File: src/rtl/afifo_write_arbiter.sv
//------------------------------------------------------------------------------
// Module  : afifo_write_arbiter
// Brief   : Burst-granular round-robin arbiter that shares one AFIFO write
//           port between NReq producers in the write-clock domain. A grant is
//           held until the requester's last word, MaxBurst words, or the
//           requester dropping req. Back-pressure (wfull) never costs a grant.
// Options : AFIFO_ARB_STATS_EN adds per-requester word counters, a stall
//           counter and a synchronous statistics clear.
// Revision: 1.0 - initial release
//------------------------------------------------------------------------------
`default_nettype none

module afifo_write_arbiter #(
  parameter int Width    = 12,
  parameter int NReq     = 4,
  parameter int MaxBurst = 16
) (
  input  logic                    clk,
  input  logic                    rst,
  input  logic [NReq-1:0]         req,
  input  logic [NReq-1:0]         reqLast,
  input  logic [NReq*Width-1:0]   reqData,
  output logic [NReq-1:0]         ack,
  output logic [NReq-1:0]         grant,
  output logic                    w,
  output logic [Width-1:0]        wd,
  input  logic                    wfull,
  output logic                    busy
`ifdef AFIFO_ARB_STATS_EN
  ,
  input  logic                    statClr,
  output logic [NReq*16-1:0]      statWords,
  output logic [15:0]             statStalls
`endif
);

  localparam int c_PtrW = (NReq > 1) ? $clog2(NReq) : 1;
  localparam int c_CntW = (MaxBurst > 0) ? $clog2(MaxBurst + 1) : 1;
  localparam logic [c_CntW-1:0] c_LastCnt = c_CntW'(MaxBurst - 1);
  localparam logic [c_PtrW-1:0] c_TopIdx  = c_PtrW'(NReq - 1);
  localparam logic [NReq-1:0]   c_OneHot0 = {{(NReq-1){1'b0}}, 1'b1};

  typedef enum logic [0:0] {
    S_IDLE  = 1'b0,
    S_GRANT = 1'b1
  } state_t;

  state_t              r_state;
  logic [NReq-1:0]     r_grant;
  logic [c_PtrW-1:0]   r_gidx;
  logic [c_PtrW-1:0]   r_rrPtr;
  logic [c_CntW-1:0]   r_wordCount;
  logic                r_busy;

  logic                w_found;
  logic [c_PtrW-1:0]   w_pick;
  logic                w_gReq;
  logic                w_gLast;
  logic                w_accept;
  logic                w_burstEnd;
  logic [c_PtrW-1:0]   w_nextPtr;

  // Round-robin search: first requesting index starting at rrPtr, wrapping.
  always_comb begin
    w_found = 1'b0;
    w_pick  = '0;
    for (int k = 0; k < NReq; k++) begin
      if (!w_found && req[c_PtrW'((int'(r_rrPtr) + k) % NReq)]) begin
        w_found = 1'b1;
        w_pick  = c_PtrW'((int'(r_rrPtr) + k) % NReq);
      end
    end
  end

  // Write path is a direct mux of the granted requester; the FIFO sees it
  // in the same cycle so one word per clock is possible.
  assign w_gReq     = req[r_gidx];
  assign w_gLast    = reqLast[r_gidx];
  assign w          = (r_state == S_GRANT) & w_gReq;
  assign wd         = reqData[r_gidx*Width +: Width];
  assign w_accept   = w & ~wfull;
  assign ack        = w_accept ? r_grant : '0;
  assign w_burstEnd = w_gLast | (r_wordCount == c_LastCnt);
  assign w_nextPtr  = (r_gidx == c_TopIdx) ? '0 : r_gidx + 1'b1;
  assign grant      = r_grant;
  assign busy       = r_busy;

  // Arbitration FSM: IDLE picks a winner, GRANT serves it until release.
  always_ff @(posedge clk or posedge rst) begin
    if (rst) begin
      r_state     <= S_IDLE;
      r_grant     <= '0;
      r_gidx      <= '0;
      r_rrPtr     <= '0;
      r_wordCount <= '0;
      r_busy      <= 1'b0;
    end else begin
      case (r_state)
        S_IDLE: begin
          if (w_found) begin
            r_state     <= S_GRANT;
            r_grant     <= c_OneHot0 << w_pick;
            r_gidx      <= w_pick;
            r_wordCount <= '0;
            r_busy      <= 1'b1;
          end
        end
        S_GRANT: begin
          if (!w_gReq) begin
            // Requester abandoned its burst; release without a write.
            r_state <= S_IDLE;
            r_grant <= '0;
            r_busy  <= 1'b0;
            r_rrPtr <= w_nextPtr;
          end else if (w_accept) begin
            // Last word and burst cap together are a single release.
            r_wordCount <= r_wordCount + 1'b1;
            if (w_burstEnd) begin
              r_state <= S_IDLE;
              r_grant <= '0;
              r_busy  <= 1'b0;
              r_rrPtr <= w_nextPtr;
            end
          end
        end
        default: begin
          r_state <= S_IDLE;
          r_grant <= '0;
          r_busy  <= 1'b0;
        end
      endcase
    end
  end

`ifdef AFIFO_ARB_STATS_EN
  logic [15:0] r_statStalls;

  generate
    for (genvar gi = 0; gi < NReq; gi++) begin : g_stat_words
      logic [15:0] r_words;

      // Saturating count of words accepted for this requester.
      always_ff @(posedge clk or posedge rst) begin
        if (rst) begin
          r_words <= '0;
        end else if (statClr) begin
          r_words <= '0;
        end else if (ack[gi] && (r_words != 16'hFFFF)) begin
          r_words <= r_words + 16'd1;
        end
      end

      assign statWords[gi*16 +: 16] = r_words;
    end
  endgenerate

  // Saturating count of cycles where a write was held off by wfull.
  always_ff @(posedge clk or posedge rst) begin
    if (rst) begin
      r_statStalls <= '0;
    end else if (statClr) begin
      r_statStalls <= '0;
    end else if (w && wfull && (r_statStalls != 16'hFFFF)) begin
      r_statStalls <= r_statStalls + 16'd1;
    end
  end

  assign statStalls = r_statStalls;
`endif

endmodule

`default_nettype wire
File: config.mk
export PLATFORM = sky130hd
export DESIGN_NAME = afifo_write_arbiter
export DESIGN_NICKNAME = d
export VERILOG_FILES = /design/src/rtl/afifo_write_arbiter.sv
export SDC_FILE = /design/constraint.sdc
export NUM_CORES = 1
export LEC_CHECK = 0
export ABC_AREA = 1
export CAP_MARGIN = 20
export CORE_ASPECT_RATIO = 0.5
export CORE_MARGIN = 4
export CORE_UTILIZATION = 39
export CTS_BUF_LIST = sky130_fd_sc_hd__clkbuf_4 sky130_fd_sc_hd__clkbuf_8
export DETAILED_ROUTE_END_ITERATION = 8
export GPL_ROUTABILITY_DRIVEN = 1
export GPL_TIMING_DRIVEN = 0
export PLACE_DENSITY = 0.82
export SLEW_MARGIN = 20
export SYNTH_ARGS = -nofsm -noshare
export SYNTH_HDL_FRONTEND = slang
export SYNTH_SLANG_ARGS = --single-unit
export TNS_END_PERCENT = 100
File: constraint.sdc
create_clock -name clk -period 1.65 [get_ports clk]
set_input_delay 0.33 -clock clk [delete_from_list [all_inputs] [get_ports clk]]
set_output_delay 0.33 -clock clk [all_outputs]
set_load 0.01 [all_outputs]
==> results of run 1 <==
## power by group through the flow
stage          registers [uW]  logic, uW  clock network [uW]
2_1_floorplan             598       1740                   0
3_3_place_gp              601       2700                   0
3_5_place_dp              605       2750                   0
4_1_cts                   603       3030                 316
5_1_grt                   632       3590                 333
6_report                  618       3250                 313
## worst reg2reg max path, cell delays in order, from the launching register on
cell and delay (ns):
dfrtp_1 0.35, ha_2 0.18, inv_1 0.06, nor3_2 0.16, ha_2 0.20, inv_1 0.04, nand2_1 0.06, nand2_1 0.08
a21oi_4 0.27, inv_2 0.06, nand3_1 0.07, o21ai_1 0.06
## layer usage
metal / GRT usage, % / share of wire (%) / wire [um]
met1: 29.5 / 43 / 2420
met2: 41.4 / 48 / 2690
met3: 5.99 / 8.1 / 449
met4: 1.46 / 0.072 / 4
met5: 0 / 0 / 0
## metrics by stage
step | power, uW | instances
floorplan | 2330 | 234
global placement | 3300 | 365
detailed placement | 3360 | 365
CTS | 3950 | 377
global route | 4560 | 382
finish | 4180 | 382
## sequential cells by signal, summed over array words and instances (netlist names)
register and count:
grant 4, r_state 1, r_gidx 2, busy 1, r_rrPtr 2, r_wordCount 5
## logic make-up (layout without fill, tap and decap cells)
group	after synthesis	in the layout
adder cells (fa/ha/maj)	3	3
AND/OR/NAND/NOR	127	127
buffers and inverters	39	136
flip-flops	15	15
AO/OA/AOI/OAI	50	50
## what timing repair did
action,in CTS,in global routing
endpoints found under the setup margin,22,30
hold buffers,0,0
pin swaps,11,10
gates resized for setup,123,21
cloned,1,1
buffers inserted,7,4
endpoints found under the hold margin,0,0
## area by class of cell
class	count	share of cell area, %
repair buffers	93	33.2
inverters	31	4.98
plain buffers	8	4.24
flip-flops and latches	15	14.9
well taps	51	2.51
clock buffers	4	1.92
multi-input cells	180	38.3
## path summary, 6_finish.rpt
kind	end	slack [ns]	from	cells past startpoint
setup / recovery	ack[1]	-0.18	r_gidx[0]	9
hold / removal	r_state	0.44	rst	2
setup reg to reg	grant[0]	-0.05	r_wordCount[0]	11
hold reg to reg	busy	0.50	busy	2
max in group asynchronous	r_gidx[1]	0.81	rst	2
min in group clk	busy	0.50	busy	2
## cell usage in the layout (no fill, tap or decap), types with 2 or more instances in the layout
cell type        instances
clkdlybuf4s50_1         59
nand2_1                 54
nor2_1                  31
inv_1                   24
nand2_2                 18
o21ai_1                 18
buf_2                   15
o21ai_0                 13
o22ai_1                 13
dfrtp_1                 13
buf_6                    8
nand3_1                  8
clkbuf_8                 8
buf_4                    8
inv_2                    5
nand3_2                  5
nor2_4                   5
dlygate4sd2_1            4
inv_6                    2
o21ai_2                  2
ha_2                     2
dfrtp_2                  2
==> flow_summary.ini, run 1 <==
[outcome]
outcome = finished with violations
violations = setup timing

[flow_run]
drv_cap = 0

[clock_tree]
ctsLongestPathBuffers = 2
cts_num_sinks = 15
cts_tree = done
clk_latency_ns = 0.25
cts_root_buf = clkbuf_8
cts_inserted_buffers = 3
h-tree-depth = 1
clk_pin_slew_worst_paths_ns = 0.06

[power_and_ir_drop]
power_frac_seq_pct = 14.8
power_density_mw_per_mm2 = 1650
switching_power_uw = 2060
swShare_pct = 49.3
p_int_uw = 2120
peakVddDrop_mv = 0.817
power_frac_comb_pct = 77.7
power.leakage_uw = 0.00118
clkPwrFrac_pct = 7.5

[detailed_routing]
vias = 1887
first_pass_iters = 4
viasPerCell = 4.94
drcViolationCount = 0
finalWirelength_um = 5570
drt_iter0_markers = 60
ant_nets = 0
wl_per_cell_um = 14.6

[layout]
drive_gt1_share_pct = 26.9
final_area_mm2 = 0.00254
fin_util_pct = 73.5
diodes = 0
fillers = 283
fin_nets = 394
synthToLayoutAreaGrowth_pct = 80.1
register_area_um2 = 378
multiInputGateArea_um2 = 971

[placed_design]
port-buffer-count = 80
detailedPlace.worstSlack_ns = -0.664
placed_area_mm2 = 0.00227
gp_congestion = 0.799
dp_hpwl_um = 4000

[yosys]
synth_commonest_cells = 63 x nand2_1, 34 x nor2_1, 28 x o21ai_0
postSynthAreaPerCell_um2 = 6.02
synth-compound-area-share_pct = 19.9
synthMuxAreaShare_pct = 0
synth-simple-area-share_pct = 39.3
synth_cells = 234
yosys.cell_types.count = 25
syn_nets = 296
synth_top_area_cell = dfrtp_1
yosysMostFrequentCell = nand2_1
synthTopCellsByArea = dfrtp_1 27%, nand2_1 17%, o21ai_0 9.9%
synth_top_family_by_area = simple AND/OR/NAND/NOR gates
synth_xor_area_share_pct = 0
synth_top_area_share_pct = 26.6
synth_edf_count = 0
synthesis.area_mm2 = 0.00141
yosys.area_share.adder_pct = 2.66
synthArstFlopShare_pct = 100
ys.flop_type = dfrtp_1
yosysSeqAreaShare_pct = 26.6
synth-seq-cells = 15
yosysWarnings = 0

[timing]
timing.fmax_mhz = 546
setup_viol_count_final = 22
clock_skew_ns = 0.00653
max-slew-margin-rel_pct = 62.3
slew_violations = 0
fin_crit_ns = 1.83
worst_slack_ns = -0.183
tns_ns = -2.16
fin_crit_sh_pct = 111
worstMarginPinSlew_ns = 0.564
hold_viol = 0
rsz0062_at_grt = yes
hold_slack_ns = 0.435

[global_routing]
grt_antenna_before_repair = 0
grt_pass1_wl_um = 8580
grt_pass1_vias = 1763
grt_max_degree = 16
grtUsageTotal_pct = 23.1
globalRouteOverflowTotal = 0

[floorplanning]
start_util_pct = 40.8
boundaryPins = 81
rows = 15
fp.dieH_um = 50.5
dieArea_mm2 = 0.00470
die_x_um = 93
core_mm2 = 0.00345

[setup_path]
critPathTopFamily = simple AND/OR/NAND/NOR gates
worstSetupPathType = register to output port
critPathMaxStageDelay_ns = 0.41
crit_slowest_cell = dfrtp_1
startpoint_type = register
crit_buf_inv = 3
endpoint_kind = output port
crit_required_ns = 1.32
crit_chain = buf_6 -> nand2_2 -> nand3_2 -> nand2_2 -> nor2_4 -> buf_6 -> nand2_8 -> nor2_1 -> buf_2
arrival_ns = 1.50
path_max_fanout = 7

[min_path]
hold_class = input pin to async pin
(Power assumes the default switching activity.)
==> run 2: changes to the inputs <==
--- a/config.mk
+++ b/config.mk
@@ -12,7 +12,7 @@
 export CORE_UTILIZATION = 39
 export CTS_BUF_LIST = sky130_fd_sc_hd__clkbuf_4 sky130_fd_sc_hd__clkbuf_8
 export DETAILED_ROUTE_END_ITERATION = 8
-export GPL_ROUTABILITY_DRIVEN = 1
+export GPL_ROUTABILITY_DRIVEN = 0
 export GPL_TIMING_DRIVEN = 0
 export PLACE_DENSITY = 0.82
 export SLEW_MARGIN = 20
==> results of run 2 <==
No change in the layout: final DEF, timing and power equal those of run 1.
